[src/rtl/genbus_slave_pkg.sv]
// Shared types and constants for the general-bus wait-stated slave.
package genbus_slave_pkg;

  localparam int CNT_W            = 4;
  localparam int STATUS_ID_BYTE   = 0;
  localparam int STATUS_WCNT_BYTE = 1;

  typedef enum logic [1:0] {
    IDLE = 2'd0,
    WAIT = 2'd1,
    DONE = 2'd2
  } genbus_slave_state_e;

endpackage

[src/rtl/genbus_sram_bytes.sv]
// Two-lane byte RAM: combinational read port, synchronous per-lane write port.
module genbus_sram_bytes
  import genbus_slave_pkg::*;
#(
  parameter int DEPTH = 31,
  parameter int AW    = 5
) (
  input  logic          clk,
  input  logic [AW-1:0] addr,
  input  logic [15:0]   wdata,
  input  logic [1:0]    wen,
  output logic [15:0]   rdata
);

  logic [15:0] mem_r [DEPTH];

  // Per-lane byte writes; contents are intentionally never reset.
  always_ff @(posedge clk) begin
    if (wen[0]) mem_r[addr][7:0]  <= wdata[7:0];
    if (wen[1]) mem_r[addr][15:8] <= wdata[15:8];
  end

  // Asynchronous read, zero beyond the populated depth.
  always_comb begin
    rdata = 16'h0000;
    if (int'(addr) < DEPTH) begin
      rdata = mem_r[addr];
    end else begin
      rdata = 16'h0000;
    end
  end

endmodule

[src/rtl/genbus_sram_slave.sv]
// General-bus slave: address decode, wait-state FSM, status/wcnt word and
// read multiplexing in front of a two-lane byte RAM.
module genbus_sram_slave
  import genbus_slave_pkg::*;
#(
  parameter int          ID         = 1,
  parameter logic [15:0] BASE_ADR   = 16'h0000,
  parameter int          SIZE_BYTES = 64,
  parameter int          WAITSTATES = 1
) (
  input  logic        clk,
  input  logic        rst,
  input  logic [15:0] adr,
  input  logic [15:0] mdata,
  input  logic [1:0]  we,
  input  logic [1:0]  re,
  output logic [15:0] sdata,
  output logic        ws
);

  localparam int               SW         = $clog2(SIZE_BYTES);
  localparam int               AW         = SW - 1;
  localparam int               WORDS      = SIZE_BYTES / 2;
  localparam logic [AW-1:0]    STATUS_OFF = AW'(WORDS - 1);
  localparam logic [7:0]       ID_BYTE    = 8'(ID);
  localparam logic [CNT_W-1:0] CNT_LOAD   = (WAITSTATES >= 2) ? CNT_W'(WAITSTATES - 2) : '0;

  genbus_slave_state_e state_r, state_nxt_s;
  logic [CNT_W-1:0]    cnt_r, cnt_nxt_s;
  logic [7:0]          wcnt_r;
  logic                hit_s, req_s, is_status_s, complete_s, ws_s;
  logic [AW-1:0]       woff_s;
  logic [1:0]          ram_wen_s;
  logic [15:0]         ram_rdata_s, word_s;
  logic                unused_adr_s;

  // Base is aligned to the window size, so a tag compare is the range check.
  assign hit_s        = (adr[15:SW] == BASE_ADR[15:SW]);
  assign req_s        = hit_s & ((|we) | (|re));
  assign woff_s       = adr[SW-1:1];
  assign is_status_s  = (woff_s == STATUS_OFF);
  assign unused_adr_s = adr[0];

  // State and wait counter registers.
  always_ff @(posedge clk or posedge rst) begin
    if (rst) begin
      state_r <= IDLE;
      cnt_r   <= '0;
    end else begin
      state_r <= state_nxt_s;
      cnt_r   <= cnt_nxt_s;
    end
  end

  // Next-state, stall and completion decode.
  always_comb begin
    state_nxt_s = state_r;
    cnt_nxt_s   = cnt_r;
    complete_s  = 1'b0;
    ws_s        = 1'b0;
    case (state_r)
      IDLE: begin
        if (!req_s) begin
          state_nxt_s = IDLE;
        end else if (WAITSTATES == 0) begin
          complete_s = 1'b1;
        end else if (WAITSTATES == 1) begin
          ws_s        = 1'b1;
          state_nxt_s = DONE;
        end else begin
          ws_s        = 1'b1;
          cnt_nxt_s   = CNT_LOAD;
          state_nxt_s = WAIT;
        end
      end
      WAIT: begin
        ws_s = 1'b1;
        if (!req_s) begin
          state_nxt_s = IDLE;
        end else if (cnt_r == 4'd0) begin
          state_nxt_s = DONE;
        end else begin
          cnt_nxt_s = cnt_r - 4'd1;
        end
      end
      DONE: begin
        complete_s  = req_s;
        state_nxt_s = IDLE;
      end
      default: begin
        state_nxt_s = IDLE;
      end
    endcase
  end

  assign ram_wen_s = {2{complete_s & ~rst & ~is_status_s}} & we;

  genbus_sram_bytes #(
    .DEPTH (WORDS - 1),
    .AW    (AW)
  ) u_bytes (
    .clk   (clk),
    .addr  (woff_s),
    .wdata (mdata),
    .wen   (ram_wen_s),
    .rdata (ram_rdata_s)
  );

  // Write-completion counter; a direct write to its byte beats the increment.
  always_ff @(posedge clk or posedge rst) begin
    if (rst) begin
      wcnt_r <= 8'h00;
    end else if (complete_s && is_status_s && we[STATUS_WCNT_BYTE]) begin
      wcnt_r <= mdata[15:8];
    end else if (complete_s && (|we)) begin
      wcnt_r <= wcnt_r + 8'd1;
    end
  end

  assign word_s = is_status_s ? {wcnt_r, ID_BYTE} : ram_rdata_s;
  assign ws     = ws_s & ~rst;

  // Lane-masked read data, only during a completion cycle.
  always_comb begin
    sdata = 16'h0000;
    if (complete_s && !rst) begin
      sdata[7:0]  = re[0] ? word_s[7:0]  : 8'h00;
      sdata[15:8] = re[1] ? word_s[15:8] : 8'h00;
    end else begin
      sdata = 16'h0000;
    end
  end

endmodule

[config.mk]
export PLATFORM = sky130hd
export DESIGN_NAME = genbus_sram_slave
export DESIGN_NICKNAME = d
export VERILOG_FILES = /design/src/rtl/genbus_slave_pkg.sv /design/src/rtl/genbus_sram_bytes.sv /design/src/rtl/genbus_sram_slave.sv
export SDC_FILE = /design/constraint.sdc
export NUM_CORES = 1
export LEC_CHECK = 0
export CAP_MARGIN = 10
export CORE_MARGIN = 1.5
export CORE_UTILIZATION = 40
export DETAILED_ROUTE_END_ITERATION = 7
export HOLD_SLACK_MARGIN = 0.03
export PLACE_DENSITY_LB_ADDON = 0.2
export SETUP_SLACK_MARGIN = 0.4
export SYNTH_ARGS = -nofsm -noshare
export SYNTH_HDL_FRONTEND = slang
export SYNTH_SLANG_ARGS = --single-unit
[constraint.sdc]
create_clock -name clk -period 3.3 [get_ports clk]
set_input_delay 0.66 -clock clk [delete_from_list [all_inputs] [get_ports clk]]
set_output_delay 0.66 -clock clk [all_outputs]
set_load 0.02 [all_outputs]
; ---- Yosys cells after proc, flatten, opt, wreduce, memory -nomap -nowiden
; Memories as Yosys holds them, arrays and structs flattened.
; Index checks and enable logic that the tools add are counted.
[op_classes]
n_lt_le_gt_ge = 1
eq_ne = 4
addsub = 2
n_reduce_logical = 12
n_mux = 18
n_bitwise = 9
[op_table]
columns = cell, n
row1 = $mux 16, 3
row2 = $mux 8, 4
row3 = $logic_not 10->1, 1
row4 = $add 8x1->8 const B, 1
row5 = $mux 1, 6
row6 = $mux 2, 3
row7 = $eq 5x5->1 const B, 1
row8 = $lt 5x5->1 const B, 1
row9 = $and 1x1->1, 4
row10 = $logic_and 1x1->1, 4
row11 = $logic_not 4->1, 1
row12 = $pmux 2 s2, 1
row13 = $reduce_or 2->1, 2
row14 = $sub 4x1->4 const B, 1
row15 = $ne 3x3->1 const B, 1
row16 = $not 1->1, 3
row17 = $reduce_and 3->1, 1
row18 = $and 2x2->2, 1
row19 = $eq 2x1->1 const B, 1
row20 = $eq 2x2->1 const B, 1
row21 = $logic_not 2->1, 1
row22 = $pmux 1 s2, 1
row23 = $reduce_bool 2->1, 1
row24 = $logic_not 1->1, 1
row25 = $or 1x1->1, 1
[word_totals]
ramBits = 496
register_bits = 14
in_bits = 38
mem_count = 1
output_inout_bits = 17
wordCells = 50
[mem_list]
columns = memory, depth, width, read_ports, rd_ports_with_merged_regs, write_ports, line
row1 = u_bytes.mem_r, 31, 16, 1, 0, 1, genbus_sram_bytes.sv:15  ; logic [15:0] mem_r [DEPTH];

; ---- Logic depth before layout (Yosys ltp)
; Gate-level depths: netlist of run 1.
[depth]
depth_word = 9
ltp_mapped = 9
depth_no_buf = 5

; ---- Hierarchy
; A second synthesis of run 1 with hierarchy kept.
[hier_totals]
hier_cells = 1234
hier_area_um2 = 20253.2
[modules_own_cells]
columns = mod, area_per_inst_um2, instances, seq_area_each_um2, cells_each
row1 = genbus_sram_bytes, 19447.4, 1, 14894.3, 1129
row2 = genbus_sram_slave, 805.8, 1, 225.2, 105

; ---- Least setup slack after synthesis of run 1
; No wires, ideal clock.
[synth_path]
path_kind = in2out
startpoint = input port adr[1]
endpoint = output port sdata[10]
path_slack_ps = 496
required_time_ps = 2640
t_arrival_ps = 2144
stages = 6
path_buffers = 3
path_cell_list = buf_6 > buf_8 > buf_6 > mux4_2 > a2111oi_2 > a21oi_1
[synth_via]
elab_chain_cells = 5
elab_cells_between_ends = 7
cone_classes = order compare: 1 / eq/ne: 1 / mux: 4 / memory: 1
[synth_lines]
columns = element, line
row1 = from (decl), genbus_sram_slave.sv:13  ; input logic [15:0] adr,
row2 = $mem_v2 31x16 or $lt 5x5->1 (tied branches), -
row3 = $mux 16, genbus_sram_bytes.sv:26  ; if (int'(addr) < DEPTH) begin
row4 = $mux 16 *, genbus_sram_slave.sv:120  ; assign word_s = is_status_s ? {wcnt_r, ID_BYTE} : ram_rdata_s;
row5 = $mux 8 *, genbus_sram_slave.sv:128  ; sdata[15:8] = re[1] ? word_s[15:8] : 8'h00;
row6 = $mux 16 *, genbus_sram_slave.sv:126  ; if (complete_s && !rst) begin
row7 = to (decl), genbus_sram_slave.sv:17  ; output logic [15:0] sdata,
; Mark *: on every way between the ends. The rest lies on a longest branch, timed or not.

; ---- Worst setup path in the final report of run 1
[layout_path]
startpoint = input port adr[1]
endpoint = output port sdata[1]
[layout_via]
elab_chain_cells = 5
elab_cells_between_ends = 7
cone_classes = order compare: 1 / eq/ne: 1 / mux: 4 / memory: 1
[layout_lines]
columns = element, line
row1 = $mem_v2 31x16 or $lt 5x5->1 (tied branches), -
row2 = $mux 16, genbus_sram_bytes.sv:26
row3 = $mux 16 *, genbus_sram_slave.sv:120
row4 = $mux 8 *, genbus_sram_slave.sv:127  ; sdata[7:0] = re[0] ? word_s[7:0] : 8'h00;
row5 = $mux 16 *, genbus_sram_slave.sv:126
; Marked as above.

==> impl_results.md, run 1 <==
- Final hold violations: 0
- Most frequent cells after synthesis: edfxtp_1, mux4_2, nor2_1
- PortBufs: 53
- Worst min-delay path class: in -> async
- Top-count cell post-synth: edfxtp_1
- Seq pwr share: 51.2%
- Main area contributors after synthesis: edfxtp_1, mux4_2, mux2i_1
- Switching share of total power: a little over a fifth
- Distinct cells, synth: 58
- # hold bufs at CTS: 0
- Seq/Total Area, Yosys: 74.96%
- Max-slew headroom: between 20% and 30%
- Final worst slack: 0.09619 ns
- Placement Cell Area: 23230 µm²
- Root Driver: clkbuf_16
- Post-synthesis cell area: 20170 µm²
- Layout cells sized above 1: 39.23%
- Register-to-register setup slack: 1.03 ns
- Worst VDD drop: 0.0004536 V
- Post-DR wirelength/cell: 25.52 µm
- Top_reg_cell synth: edfxtp_1
- YS warnings: 0
- TritonCTS Buffers: about 50
- Pre-antenna DRT Iters: 5
- Largest net degree at the start of global routing: 33
- Reg2Reg Depth: 9
- Synthesized net count: 1116
- Final setup TNS: 0 ns
- DR DRC count: 0
- First-pass GRT wire length: ~79 mm
- Final #Nets: 1462
- Final Cell Area: 26050 µm²
- CP Launch Type: primary input
- Final Max Slew Viols: 0
- Synthesis-to-finish area growth: 29.17%
- Setup violations, final: 0
- Antenna violations before repair: 0
- Global route overflow: 0
- CP Data Arrival Time: 2.54 ns
- CTS tree: done
- Comb pwr share: 6.7%
- Die Y: 227.6 µm
- Critical path peak fanout: 8
- Clk pin slew, worst setup/hold paths: 0.06 ns
- # diodes: 0
- Initial drt markers: between 1000 and 1500
- Pint: 10.89 mW
- Core ar.: 49970 µm²
- Outcome: finished, final reports clean
- Avg Cell Area, Syn: 18.73 µm²
- Pwr Total: around 14 mW
- H-tree Lvls: 2
- I/O pin cnt: 55
- Pwr per Cell Area: 527.9 nW/µm²
- Max Fclk: roughly 310 MHz
- Tightest Pin Transition: 1.154 ns
- Post-DP HPWL: 36.63 mm
- Clock power frac: 42.1%
- RSZ-0062 raised after global routing: true
- WL final: 54.49 mm
- Vias/cell: 5.403
- Vias in the first global route: 11750
- Fin crit period: 3.204 ns
- Critical path type: in -> out
- DIE WIDTH: 227.6 µm
- Fraction of registers with async set/reset: 1.782%
- Top-area cell type share of the netlist area: approximately three quarters
- Fin crit share: 97.09%
- Die area: 51780 µm²
- Leakage: a little under 9 nW
- Via count: 11540
- Initial Utilization: 40.37%
- Clk buf depth: 3
- EDFF count, synth: 496
- Post-synth top area cell: edfxtp_1
- Placed insts: 2000
- R2r startpoint: state_r[1]
- Site Rows: 82
- Pre-CTS setup slack: -0.6275 ns
- Synthesized flop and latch total: 505
- Final Skew: 0.02139 ns
- Total global-route track usage: 21.58%
- Max cap viols: 0
- Clock Latency Late Sink: roughly 0.59 ns
- Sw Pwr: 2.864 mW
- Synth Instances: 1077
- Crit end category: primary output
- Worst r2r dst: u_bytes.mem_r[20][14]
- GP Congestion: 0.9522
- Post-route insts no fill: 2135
- Worst Path Required: 2.64 ns
- Clock sinks: 505
- ANT nets after route: 0
[per-stage QoR]
stage          util (%)  hold WS [ns]
2_1_floorplan         -        0.4426
3_3_place_gp      46.48        0.4520
3_5_place_dp      46.48        0.4606
4_1_cts           51.42        0.3845
5_1_grt           52.14        0.4103
6_report          52.14        0.4014
[placed cells by master (no fill, tap or decap), drive strengths merged, types with 3 or more instances in the layout]
| cell type | netlist | final |
|---|---|---|
| a221oi | 4 | 4 |
| bufinv | 0 | 7 |
| dfrtp | 9 | 9 |
| edfxtp | 496 | 496 |
| o221ai | 5 | 5 |
| dlygate4sd2 | 0 | 7 |
| nand2b | 7 | 7 |
| a22oi | 18 | 18 |
| a31oi | 8 | 8 |
| mux4 | 87 | 87 |
| mux2 | 17 | 17 |
| nor4 | 10 | 10 |
| and2 | 7 | 7 |
| a22o | 7 | 7 |
| nand2 | 64 | 64 |
| clkbuf | 13 | 62 |
| nor3 | 10 | 10 |
| inv | 6 | 8 |
| o21ai | 24 | 24 |
| a21oi | 14 | 14 |
| clkdlybuf4s50 | 0 | 21 |
| clkinv | 0 | 21 |
| a21o | 3 | 3 |
| nand4b | 3 | 3 |
| nand3 | 17 | 17 |
| o22ai | 20 | 20 |
| and3 | 3 | 3 |
| dlymetal6s2s | 0 | 3 |
| nor2b | 5 | 5 |
| buf | 40 | 314 |
| mux2i | 64 | 64 |
| nor2 | 84 | 84 |
[logic make-up (layout without fill, tap and decap cells)]
logic type / Yosys count / after routing / share of synthesized area, %
compound gates: 119 / 119 / 4.045
fa+ha+maj: 1 / 1 / 0.06202
buf+inv: 59 / 445 / 1.743
flops: 505 / 505 / 74.96
mux: 168 / 168 / 13.86
simple gates: 225 / 225 / 5.329
[state kept, by name, summed over array words and instances, names as in the netlist]
signal	flops
wcnt_r	8
u_bytes.mem_r	496
state_r	1
[layer usage]
layer / track usage [%] / vias up / part of all wire, %
met5: 0 / - / 0
met4: 5.725 / 0 / 2.1
met3: 3.343 / 75 / 6.7
met2: 35.10 / 406 / 48
met1: 30.42 / 5979 / 43
li1: - / 5076 / -
[power by group through the flow]
stage	combinational [mW]	clock, mW	sequential, mW
floorplan	0.333	0	7.18
global placement	0.765	0	7.17
detailed placement	0.773	0	7.17
CTS	0.885	5.90	7.04
global route	0.964	6.13	7.03
finish	0.919	5.80	7.04
[worst max path at each step]
stage	slack, ns	from	endpoint	depth (start not counted)
floorplan	0.50	adr[1]	sdata[10]	6
global placement	-0.57	adr[3]	sdata[5]	10
detailed placement	-0.63	adr[3]	sdata[9]	11
CTS	0.08	u_bytes.mem_r[3][5]	sdata[5]	7
global route	0.05	adr[1]	sdata[1]	10
finish	0.1	adr[1]	sdata[1]	10
[critical path: stages]
cell and delay, ns:
buf_16 0.14, buf_12 0.16, buf_12 0.11, mux4_2 0.49, mux2i_1 0.15, o32ai_1 0.10, a31oi_1 0.27, buf_4 0.19
a31oi_4 0.09, buf_6 0.16
[final cells by class]
type	count	area, µm²
clock inverters	32	344.1
flip-flops and latches	505	15120
well taps	672	840.8
clock buffers	61	1335
multi-input cells	513	5210
fillers	4101	23910
repair buffers	346	3181
inverters	6	22.52
[timing repair]
action	in CTS	in global routing
cloned	4	0
pin swaps	33	30
buffers inserted	19	19
resized for setup	213	51
endpoints found under the setup margin	17	17
No activity file was read; power rests on OpenSTA's default activity.
==> run 2, diff against run 1 <==
--- a/config.mk
+++ b/config.mk
@@ -5,6 +5,7 @@
 export SDC_FILE = /design/constraint.sdc
 export NUM_CORES = 1
 export LEC_CHECK = 0
+export ABC_AREA = 0
 export CAP_MARGIN = 10
 export CORE_MARGIN = 1.5
 export CORE_UTILIZATION = 40
@@ -12,6 +13,7 @@
 export HOLD_SLACK_MARGIN = 0.03
 export PLACE_DENSITY_LB_ADDON = 0.2
 export SETUP_SLACK_MARGIN = 0.4
+export SKIP_CTS_REPAIR_TIMING = 1
 export SYNTH_ARGS = -nofsm -noshare
 export SYNTH_HDL_FRONTEND = slang
 export SYNTH_SLANG_ARGS = --single-unit
==> run 2 against run 1 <==
  * Routed wire length is 0.75% higher
  * Critical path depth fell by 1
  * Worst setup slack got worse by 0.042 ns
  * Hold slack better by 0.0039 ns
  * Register-to-register slack got worse by 0.11 ns
  * First-iteration DRC count increased by 10%
  * Count of clock-buffer cells in the layout unchanged
  * Power is 0.16% lower
  * Critical endpoint unchanged
  * Highest routed layer unchanged
==> impl_results.md, run 2 (synthesis gave the netlist of run 1 again) <==
- Outcome: finished, final reports clean
- Met1 Use GR: roughly 30%
- Critical path peak fanout: 5
- Final Max Slew Viols: 0
- RSZ-0062 raised after global routing: true
- Most frequent cells in the layout: edfxtp_1, buf_4, mux4_2
- Total global-route track usage: 20.97%
- Via count: 11550
- Max Fclk: 308.0 MHz
- Layout cells sized above 1: 38.54%
- Pre-CTS setup slack: -0.6275 ns
- Most common cell after layout, fill and taps aside: edfxtp_1
- # diodes: 0
- Final #Nets: ~1400
- PortBufs: 53
- Seq pwr share: 51.3%
- Final hold violations: 0
- First-pass GRT wire length: between 70 and 80 mm
- Switching share of total power: 20.86%
- DR DRC count: 0
- Pint: 10.87 mW
- Final Cell Area: 25890 µm²
- Setup violations, final: 0
- Final Skew: 0.02289 ns
- Final worst slack: 0.05374 ns
- Global route overflow: 0
- Clock sinks: 505
- Clock power frac: 42.2%
- Worst min-delay path class: in -> async
- TritonCTS Buffers: 51
- Vias in the first global route: ~12000
- Leakage: 8.908 nW
- WL final: 54.90 mm
- ANT nets after route: 0
- Synthesis-to-finish area growth: 28.36%
- Largest register FFs: 496
- Initial Utilization: 40.37%
- Most flops, register: u_bytes.mem_r
- Filler Cell Count: just over 4000
- Fin crit share: 98.37%
- Sw Pwr: 2.864 mW
- Die area: approximately 52000 µm²
- GP Congestion: 0.9522
- Critical path type: in -> out
- Grt met3 use: 3.240%
- Comb pwr share: 6.5%
- Worst Path Required: 2.64 ns
- Worst VDD drop: 0.0004534 V
- Met2 Usage GRT: 33.91%
- I/O pin cnt: 55
- Clock Latency Late Sink: around 0.59 ns
- Largest net degree at the start of global routing: 33
- Core ar.: 49970 µm²
- WHS: about 0.4 ns
- Antenna violations before repair: 0
- Site Rows: 82
- Root Driver: clkbuf_16
- Initial drt markers: 1180
- CP Data Arrival Time: 2.59 ns
- Max cap viols: 0
- Die Y: 227.6 µm
- Crit end category: primary output
- Biggest regs: u_bytes.mem_r (496), wcnt_r (8), state_r (1)
- Clk buf depth: 3
- Clk pin slew, worst setup/hold paths: roughly 0.060 ns
- Fin crit period: 3.246 ns
- DIE WIDTH: approximately 230 µm
- Max-slew headroom: 24.12%
- Pre-antenna DRT Iters: 5
- Pwr per Cell Area: 530.4 nW/µm²
- Final setup TNS: 0 ns
- CP Launch Type: primary input
- Post-DP HPWL: around 37 mm
- Post-DR wirelength/cell: approximately 26 µm
- Placement Cell Area: 23230 µm²
- H-tree Lvls: 2
- Tightest Pin Transition: 1.135 ns
- CTS tree: done
- GR peak layer: met2
- Vias/cell: approximately 5.4
[run 2: changes by cell type in the layout (fill, tap and decap cells not counted), sizes merged]
cell,delta
dlygate4sd2,-7
buf,-25
clkdlybuf4s50,+2
dlymetal6s2s,+6
clkbuf,+9
[run 2: cell type report]
cell class,instances,area [µm²],share of cell area (%)
well taps,672,840.8,3.248
clock inverters,32,344.1,1.329
flip-flops and latches,505,15120,58.40
clock buffers,61,1335,5.157
multi-input cells,513,5197,20.08
repair buffers,331,3030,11.71
inverters,6,22.52,0.08699
[run 2: path summary, 6_finish.rpt]
path,startpoint,to,slack [ns],cells after the start
max in group asynchronous,rst,wcnt_r[3],2.74,3
worst max register to register,state_r[1],u_bytes.mem_r[20][14],0.92,10
min in group clk,adr[6],state_r[1],0.53,4
worst max-delay path,adr[1],sdata[1],0.05,9
worst min-delay path,rst,wcnt_r[5],0.41,3
worst min register to register,wcnt_r[7],wcnt_r[7],0.56,2
[run 2: through the flow]
step                utilization, %  power [mW]  std cells
finish                       51.82       13.73       2120
global route                 51.82       14.10       2120
CTS                          49.84       13.72       2093
detailed placement           46.48       7.947       2000
global placement             46.48       7.940       2000
floorplan                        -       7.510       1077
[run 2: worst max-delay path, stage by stage]
cell and delay (ns):
buf_16 0.13, buf_4 0.19, mux4_2 0.53, mux2i_1 0.21, o32ai_1 0.12, a31oi_1 0.29
buf_4 0.19, a31oi_4 0.09, buf_6 0.15
[run 2: power by group through the flow]
stage	clock network (mW)	logic, mW	registers (mW)
floorplan	0	0.333	7.18
global placement	0	0.765	7.17
detailed placement	0	0.773	7.17
CTS	5.90	0.776	7.04
global route	6.13	0.934	7.03
finish	5.80	0.893	7.04
[run 2: layer usage]
layer | wire [µm] | up-vias | share of wire (%)
li1 | - | 5049 | -
met1 | 23910 | 6015 | 44
met2 | 26240 | 403 | 48
met3 | 3438 | 83 | 6.3
met4 | 1317 | 0 | 2.4
met5 | 0 | - | 0
